## src/rtl/mdio_phy_responder.sv

```systemverilog
// mdio_phy_responder: Clause 22 MDIO PHY-side responder with a 32x16 register file.
// MDC/MDIO are oversampled on clk; decoding advances on synchronised MDC rise events.
module mdio_phy_responder #(
    parameter logic [4:0]  PHY_ADDR = 5'b00001,
    parameter bit          BCAST_EN = 1'b0,
    parameter int          PRE_MIN  = 32,
    parameter logic [15:0] PHY_ID1  = 16'h0022,
    parameter logic [15:0] PHY_ID2  = 16'h1622
) (
    input  logic        clk,
    input  logic        rst,
    input  logic        mdc,
    input  logic        mdi,
    output logic        mdo,
    output logic        mdt,
    output logic        reg_wr_stb,
    output logic [4:0]  reg_wr_addr,
    output logic [15:0] reg_wr_data,
    output logic        frame_err
);
    typedef enum logic [2:0] {PRE, ST1, OP, PHYAD, REGAD, TA, DATA, SKIP} state_t;
    localparam logic [5:0] PMIN = 6'(PRE_MIN);

    state_t      state, state_nxt;
    logic [1:0]  mdc_s, mdi_s;
    logic        mdc_d, rise, fall, b;
    logic [5:0]  pcnt;
    logic [4:0]  pos, ra, regad, phyad;
    logic [10:0] sh;
    logic [15:0] wd, rdata;
    logic [15:0] regs [32];
    logic        rd_act, wr_act, err, commit, drive;

    assign rise  = mdc_s[1] & ~mdc_d;
    assign fall  = ~mdc_s[1] & mdc_d;
    assign b     = mdi_s[1];
    // pos is the index within the 32-bit frame (ST0 = 0) of the next bit to arrive
    assign phyad = sh[8:4];
    assign regad = {sh[3:0], b};
    assign drive = rd_act && (state == TA || state == DATA) && pos >= 5'd15;

    always_comb begin
        state_nxt = state;
        err = 1'b0;
        commit = 1'b0;
        if (rise) begin
            case (state)
                PRE:   state_nxt = (!b && pcnt >= PMIN) ? ST1 : PRE;
                ST1: begin
                    err = !b;
                    state_nxt = b ? OP : PRE;
                end
                OP: if (pos == 5'd3) begin
                    err = (sh[0] == b);
                    state_nxt = err ? SKIP : PHYAD;
                end
                PHYAD: state_nxt = (pos == 5'd8) ? REGAD : PHYAD;
                REGAD: state_nxt = (pos == 5'd13) ? TA : REGAD;
                TA: begin
                    err = wr_act && ((pos == 5'd14) ? !b : b);
                    state_nxt = err ? SKIP : (pos == 5'd15) ? DATA : TA;
                end
                DATA: begin
                    commit = (pos == 5'd31) && wr_act && (ra[4:1] != 4'b0001);
                    state_nxt = (pos == 5'd31) ? PRE : DATA;
                end
                default: state_nxt = (pos == 5'd31) ? PRE : SKIP;
            endcase
        end
    end

    always_ff @(posedge clk or posedge rst)
        if (rst) state <= PRE;
        else state <= state_nxt;

    always_ff @(posedge clk or posedge rst) begin
        if (rst) begin
            mdc_s <= '0;
            mdi_s <= '0;
            mdc_d <= 1'b0;
            pcnt <= '0;
            pos <= '0;
            sh <= '0;
            wd <= '0;
            ra <= '0;
            rdata <= '0;
            rd_act <= 1'b0;
            wr_act <= 1'b0;
            mdo <= 1'b1;
            mdt <= 1'b1;
            reg_wr_stb <= 1'b0;
            reg_wr_addr <= '0;
            reg_wr_data <= '0;
            frame_err <= 1'b0;
            for (int i = 0; i < 32; i++) regs[i] <= (i == 2) ? PHY_ID1 : (i == 3) ? PHY_ID2 : '0;
        end else begin
            mdc_s <= {mdc_s[0], mdc};
            mdi_s <= {mdi_s[0], mdi};
            mdc_d <= mdc_s[1];
            frame_err <= err;
            reg_wr_stb <= commit;
            if (commit) begin
                regs[ra] <= {wd[14:0], b};
                reg_wr_addr <= ra;
                reg_wr_data <= {wd[14:0], b};
            end
            if (rise) begin
                pcnt <= (state != PRE || !b) ? 6'd0 : (pcnt == 6'd32) ? pcnt : pcnt + 6'd1;
                pos <= (state == PRE) ? 5'd1 : pos + 5'd1;
                sh <= {sh[9:0], b};
                wd <= {wd[14:0], b};
                if (state == REGAD && pos == 5'd13) begin
                    ra <= regad;
                    rdata <= regs[regad];
                    rd_act <= sh[10:9] == 2'b10 && phyad == PHY_ADDR;
                    wr_act <= sh[10:9] == 2'b01 && (phyad == PHY_ADDR || (BCAST_EN && phyad == 5'd0));
                end
            end
            if (fall) begin
                mdt <= !drive;
                mdo <= drive ? ((pos == 5'd15) ? 1'b0 : rdata[~pos[3:0]]) : 1'b1;
            end
        end
    end
endmodule

```

## config.mk

```make
export PLATFORM = sky130hd
export DESIGN_NAME = mdio_phy_responder
export DESIGN_NICKNAME = d
export VERILOG_FILES = /design/src/rtl/mdio_phy_responder.sv
export SDC_FILE = /design/constraint.sdc
export NUM_CORES = 1
export LEC_CHECK = 0
export ABC_AREA = 1
export CAP_MARGIN = 0
export CORE_MARGIN = 1.5
export CORE_UTILIZATION = 40
export DETAILED_ROUTE_END_ITERATION = 8
export PLACE_DENSITY = 0.59
export SLEW_MARGIN = 15
export SYNTH_ARGS = -nofsm -noshare
export SYNTH_HDL_FRONTEND = slang
export SYNTH_SLANG_ARGS = --single-unit
export TNS_END_PERCENT = 100
```

## constraint.sdc

```tcl
create_clock -name clk -period 28.1 [get_ports clk]
set_input_delay 5.62 -clock clk [delete_from_list [all_inputs] [get_ports clk]]
set_output_delay 5.62 -clock clk [all_outputs]
set_load 0.05 [all_outputs]
```

==> results.sh, run 1 <==
export IMPL_ctsLongestPathBuffers=3
export IMPL_syn_inst=3338
export IMPL_drive_above_1_share_pct=5.89
export IMPL_async_flop_share_pct=100
export IMPL_ios=29
export IMPL_path_cells="clkdlybuf4s50_1 > inv_8 > buf_4 > buf_4"
export IMPL_numPortBuffers=28
export IMPL_wl_per_cell_um=18.4
export IMPL_grt_ovfl_total=0
export IMPL_cpMostUsedCell="buf_4"
export IMPL_grt_pass1_vias=20200
export IMPL_routed_wl_mm=75.3
export IMPL_maxCapViolCount=0
export IMPL_grt_max_degree=158
export IMPL_relSlewSlack_pct=24.0
export IMPL_max_freq_ghz=0.128
export IMPL_nFillCells=6652
export IMPL_h_tree_depth=3
export IMPL_synth_edf_count=0
export IMPL_dr_pass1_iters=6
export IMPL_postCtsSetupRepairBufs=0
export IMPL_core_area_sq_um=66900
export IMPL_min_period_ps=7810
export IMPL_initial_core_util_pct=40.3
export IMPL_arrival_ps=8420
export IMPL_avgSynthCellArea_sq_um=8.09
export IMPL_ant_nets=0
export IMPL_rows=95
export IMPL_p_per_area_nw_per_um2=69.4
export IMPL_clkSlewWorstSetupHoldPaths_ps=60
export IMPL_hold_class="reg -> reg"
export IMPL_grt_pass1_wl_mm=120
export IMPL_area_delta_synth_final_pct=10.5
export IMPL_ir_worst_vdd_v=0.0000346
export IMPL_clock_tree_root_cell="clkbuf_16"
export IMPL_finalPower_mw=2.07
export IMPL_yosysWarnings=0
export IMPL_setup_viol=0
export IMPL_finClkSkew_ps=18.7
export IMPL_grt_usage_pct=22.1
export IMPL_status="finished clean"
export IMPL_cts_tree="built"
export IMPL_maxSlewViolCount=0
export IMPL_synth_most_common_cell="nand2_1"
export IMPL_synth_seq_area_share_pct=55.1
export IMPL_crit_path_max_fanout=107
export IMPL_insertion_delay_ps=610
export IMPL_required_ps=28710
export IMPL_p_leak_nw=13.4
export IMPL_clock_sinks=594
export IMPL_dieArea_sq_um=69000
export IMPL_hold_viol=0
export IMPL_hpwl_mm=42.1
export IMPL_synth_common_cells="nand2_1, o21ai_0, dfrtp_1"
export IMPL_synthFlopType="dfrtp_1"
export IMPL_dpl_cell_area_sq_um=27500
export IMPL_synth_top_cell_by_area="dfrtp_1"
export IMPL_drc_errors=0
export IMPL_crit_family="buffers and inverters"
export IMPL_synth_nets=3350
export IMPL_routed_via_density=5.24
export IMPL_nets=3187
export IMPL_synth_cell_types=32
export IMPL_worst_setup_path_start_kind="input port"
export IMPL_postCtsHoldBufs=0
export IMPL_design_area_sq_um=29800
export IMPL_period_share_pct=27.8
export IMPL_max_stage_delay_ps=810
export IMPL_cts_made_buffers=67
export IMPL_post_cts_resized=0
export IMPL_routabilityCongestion=0.804
export IMPL_timing_worst_setup_path_type="in -> async"
export IMPL_dieHeight_um=263
export IMPL_slowest_stage="buf_4"
export IMPL_die_x_um=263
export IMPL_path_buf_inv=4
export IMPL_ys_seq_elements=594
export IMPL_critPathCaptureType="asynchronous set/reset pin"
export IMPL_vias=21500
export IMPL_setup_tns_ps=0
export IMPL_worst_pin_slew_ps=1140
export IMPL_drt_iter0_drc=2147
export IMPL_hold_slack_ps=346
export IMPL_synthTopCellsByArea="dfrtp_1, nand2_1, o21ai_0, nand3_1, nor2_1"
export IMPL_rsz0062_at_grt="no"
export IMPL_synth_top_cell_area_share_pct=54.2
export IMPL_grt_antenna_before_repair=3
export IMPL_syn_cell_area_sq_um=27000
-- metal layers --
metal	global-route usage (%)	routed length, um	vias up
li1	-	-	10500
met1	32.4	35900	10400
met2	33.4	33500	518
met3	3.98	4540	80
met4	6.13	1300	0
met5	0	0	-
-- registers in the layout (all words and copies together) (netlist names), 2 cells and up --
name and cells:
regs 512, rdata 16, reg_wr_data 16, sh 10, pcnt 6, pos 5
ra 5, reg_wr_addr 5, wd 5, state 3, mdc_s 2, mdi_s 2
-- report_power, final --
part	total (mW)	internal [mW]	switching (mW)
Combinational	0.266	0.0559	0.210
Clock	0.921	0.571	0.350
Sequential	0.882	0.866	0.0154
-- per-stage QoR --
step | cells | utilization (%) | setup slack [ps]
after floorplan | 3338 | - | 5870
after global placement | 3979 | 41.0 | 19560
after detailed placement | 3979 | 41.0 | 19540
after CTS | 4100 | 44.5 | 20180
after global routing | 4100 | 44.6 | 19840
final | 4101 | 44.6 | 20290
-- area by class of cell --
cell class	instances	area, sq um	share of cell area [%]
Tap cell	873	1090	3.66
Multi-Input combinational cell	2288	10300	34.6
Inverter	161	623	2.09
Antenna cell	1	2.50	0.00839
Clock buffer	110	2170	7.26
Timing Repair Buffer	63	556	1.86
Sequential cell	594	14900	49.9
Clock inverter	11	180	0.604
-- worst reg2reg max path, cell delays in order, from the launching register on --
cell and delay, ps:
dfrtp_4 800, buf_4 720, buf_4 880, buf_4 770, nor2_1 180, nor2_1 100, o21ai_0 110, nand3_1 230
nand3_1 140, nand2_1 140, nand2_1 70, nand3_1 110
-- cells in the final DEF (no fill, tap or decap), types with 2 or more instances in the layout --
| master | synthesis | layout |
|---|---|---|
| dfstp_2 | 9 | 9 |
| o31ai_1 | 4 | 4 |
| nand2_2 | 1 | 3 |
| clkinv_2 | 0 | 7 |
| clkbuf_1 | 197 | 17 |
| nor3_1 | 16 | 16 |
| nand4_4 | 7 | 7 |
| ha_1 | 8 | 8 |
| bufinv_16 | 0 | 5 |
| o211ai_1 | 48 | 48 |
| o22ai_1 | 2 | 2 |
| nor2_4 | 3 | 3 |
| or2_2 | 16 | 16 |
| o21ai_0 | 636 | 636 |
| clkinv_1 | 4 | 2 |
| inv_1 | 155 | 153 |
| inv_6 | 0 | 2 |
| clkbuf_8 | 0 | 20 |
| buf_4 | 0 | 34 |
| dfrtp_1 | 585 | 582 |
| a21oi_1 | 36 | 36 |
| nand2_1 | 1007 | 1005 |
| clkdlybuf4s50_1 | 0 | 28 |
| dfrtp_4 | 0 | 2 |
| clkbuf_16 | 0 | 73 |
| o21ai_1 | 25 | 25 |
| nand3_1 | 248 | 248 |
| nand4_1 | 6 | 6 |
| nor2_1 | 218 | 217 |
| inv_2 | 2 | 2 |
-- cell families after synthesis --
| group | after synthesis | synth area share [%] |
|---|---|---|
| DFF | 594 | 55.1 |
| buffers and inverters | 456 | 6.70 |
| xor gates and xnor gates | 2 | 0.0649 |
| adders and majority gates | 8 | 0.371 |
| AOI/OAI and AO/OA | 753 | 14.5 |
| and+or+nand+nor | 1525 | 23.3 |
-- final timing paths --
path,from,endpoint,slack [ps],cells past startpoint
max in group clk,mdo$_DFFE_PP1P_,mdo,20570,1
hold / removal,mdi_s[0]$_DFF_PP0_,mdi_s[1]$_DFF_PP0_,350,0
setup / recovery,rst,pcnt[4]$_DFFE_PP0P_,20290,4
min in group asynchronous,rst,regs[208]$_DFFE_PP0P_,5510,2
setup reg to reg,mdi_s[1]$_DFF_PP0_,rdata[12]$_DFFE_PP0P_,23770,11
hold reg to reg,mdi_s[0]$_DFF_PP0_,mdi_s[1]$_DFF_PP0_,350,0
Note: power is estimated with default switching activity, not from simulation.
==> run 2, diff against run 1 <==
PLACE_DENSITY = 0.61   (was 0.59)
clock period = 6.7 ns   (was 28.1 ns; I/O delays follow)
==> run 2 against run 1 <==
  * Non-clock buffer count decreased by 3
  * Cell count decreased by 0.24%
  * Clock skew increased by 11 ps
  * Largest power group is now sequential cells
  * Register-to-register slack got worse by 21000 ps
  * Critical path depth increased by 6
  * Worst setup slack got worse by 17000 ps
  * First-iteration DRC count increased by 5.2%
  * Clock power increased to 3.8 times the previous value
  * Critical path type is now reg -> reg
  * Via count about the same
  * Combinational power increased to 4.1 times the previous value
==> results.sh, run 2 (synthesized netlist as in run 1, its figures left out) <==
export IMPL_status="finished clean"
export IMPL_relSlewSlack_pct=23.4
export IMPL_path_cells="ha_1 > inv_1 > nor2_1 > ha_1 > nand2_1 > nor3_4 > nand2_4 > nor2_4 > nand2_1 > o21ai_0"
export IMPL_area_delta_synth_final_pct=9.61
export IMPL_ctsLongestPathBuffers=3
export IMPL_cts_tree="built"
export IMPL_dieArea_sq_um=69000
export IMPL_ant_nets=0
export IMPL_ir_worst_vdd_v=0.000208
export IMPL_hold_class="reg -> reg"
export IMPL_worst_setup_path_start_kind="register"
export IMPL_grt_usage_pct=21.9
export IMPL_cts_made_buffers=61
export IMPL_num_antenna_cells=0
export IMPL_met2_length_mm=33.5
export IMPL_arrival_ps=4200
export IMPL_period_share_pct=55.2
export IMPL_grt_ovfl_total=0
export IMPL_min_period_ps=3700
export IMPL_hpwl_mm=42.8
export IMPL_path_buf_inv=1
export IMPL_initial_core_util_pct=40.3
export IMPL_postCtsHoldBufs=0
export IMPL_routed_wl_mm=75.4
export IMPL_grt_antenna_before_repair=0
export IMPL_worst_pin_slew_ps=1150
export IMPL_final_common_cell="nand2_1"
export IMPL_critPathCaptureType="register"
export IMPL_maxSlewViolCount=0
export IMPL_core_area_sq_um=66900
export IMPL_p_leak_nw=13.3
export IMPL_dieHeight_um=263
export IMPL_dr_pass1_iters=6
export IMPL_drive_above_1_share_pct=5.84
export IMPL_drc_errors=0
export IMPL_rows=95
export IMPL_clock_tree_root_cell="clkbuf_16"
export IMPL_wl_met1_mm=34.8
export IMPL_largest_register_ffs=512
export IMPL_setup_tns_ps=0
export IMPL_clock_sinks=594
export IMPL_hold_viol=0
export IMPL_routed_via_density=5.26
export IMPL_h_tree_depth=2
export IMPL_clkSlewWorstSetupHoldPaths_ps=70
export IMPL_ios=29
export IMPL_slowest_stage="nand2_1"
export IMPL_grt_pass1_wl_mm=119
export IMPL_reg_top3="regs x512, rdata x16, reg_wr_data x16"
export IMPL_grt_max_degree=160
export IMPL_nets=3178
export IMPL_die_x_um=263
export IMPL_place_inst=3976
export IMPL_post_cts_resized=0
export IMPL_drt_iter0_drc=2259
export IMPL_postCtsSetupRepairBufs=0
export IMPL_route_met3_wl_mm=5.15
export IMPL_p_per_area_nw_per_um2=281
export IMPL_top_layer="met4"
export IMPL_routabilityCongestion=0.860
export IMPL_setup_viol=0
export IMPL_crit_path_max_fanout=46
export IMPL_max_freq_ghz=0.270
export IMPL_numPortBuffers=28
export IMPL_regMostFlops="regs"
export IMPL_timing_worst_setup_path_type="reg -> reg"
export IMPL_rsz0062_at_grt="no"
export IMPL_crit_family="simple AND/OR/NAND/NOR gates"
export IMPL_finClkSkew_ps=29.6
export IMPL_insertion_delay_ps=640
export IMPL_required_ps=7210
export IMPL_max_stage_delay_ps=720
export IMPL_maxCapViolCount=0
export IMPL_final_cells=4091
export IMPL_vias=21500
export IMPL_grt_pass1_vias=20000
export IMPL_final_cell_mix="nand2_1, o21ai_0, dfrtp_1, nand3_1, nor2_1"
export IMPL_wl_per_cell_um=18.4
run 2: through the flow:
| stage | instance area (sq um) | utilization [%] | total power [mW] | setup slack (ps) | hold slack, ps |
|---|---|---|---|---|---|
| 2_1_floorplan | 27000 | - | 4.43 | -2730 | 331 |
| 3_3_place_gp | 27500 | 41.1 | 4.86 | 3150 | 332 |
| 3_5_place_dp | 27500 | 41.1 | 4.86 | 3060 | 342 |
| 4_1_cts | 29600 | 44.2 | 8.39 | 3020 | 353 |
| 5_1_grt | 29600 | 44.2 | 8.64 | 2580 | 356 |
| 6_report | 29600 | 44.2 | 8.33 | 3000 | 349 |
run 2: layout make-up:
class | instances | area (sq um)
repair buffers | 60 | 596
fillers | 6618 | 37300
inverters | 161 | 619
clock buffers | 90 | 1840
flip-flops and latches | 594 | 14900
well taps | 873 | 1090
clock inverters | 25 | 245
multi-input cells | 2288 | 10300
run 2: power breakdown:
group	leakage, nW	switching [mW]	internal, mW
logic	4.04	0.862	0.239
registers	8.23	0.0754	3.63
clock network	1.04	1.47	2.05
run 2: routing by layer:
layer / global-route usage, % / vias up
li1: - / 10500
met1: 31.9 / 10400
met3: 4.31 / 93
met4: 6.43 / 0
met5: 0 / -
met2: 33.0 / 571
run 2: path summary, 6_finish.rpt:
kind,start,to,slack [ps],cells past startpoint
min reg2reg,mdc_s[0]$_DFF_PP0_,mdc_s[1]$_DFF_PP0_,350,0
max,pos[0]$_DFFE_PP0P_,regs[394]$_DFFE_PP0P_,3000,10
max reg2reg,pos[0]$_DFFE_PP0P_,regs[394]$_DFFE_PP0P_,3000,10
min,mdc_s[0]$_DFF_PP0_,mdc_s[1]$_DFF_PP0_,350,0
max in group asynchronous,rst,ra[1]$_DFFE_PP0P_,4110,3
min in group asynchronous,rst,regs[191]$_DFFE_PP0P_,1210,2
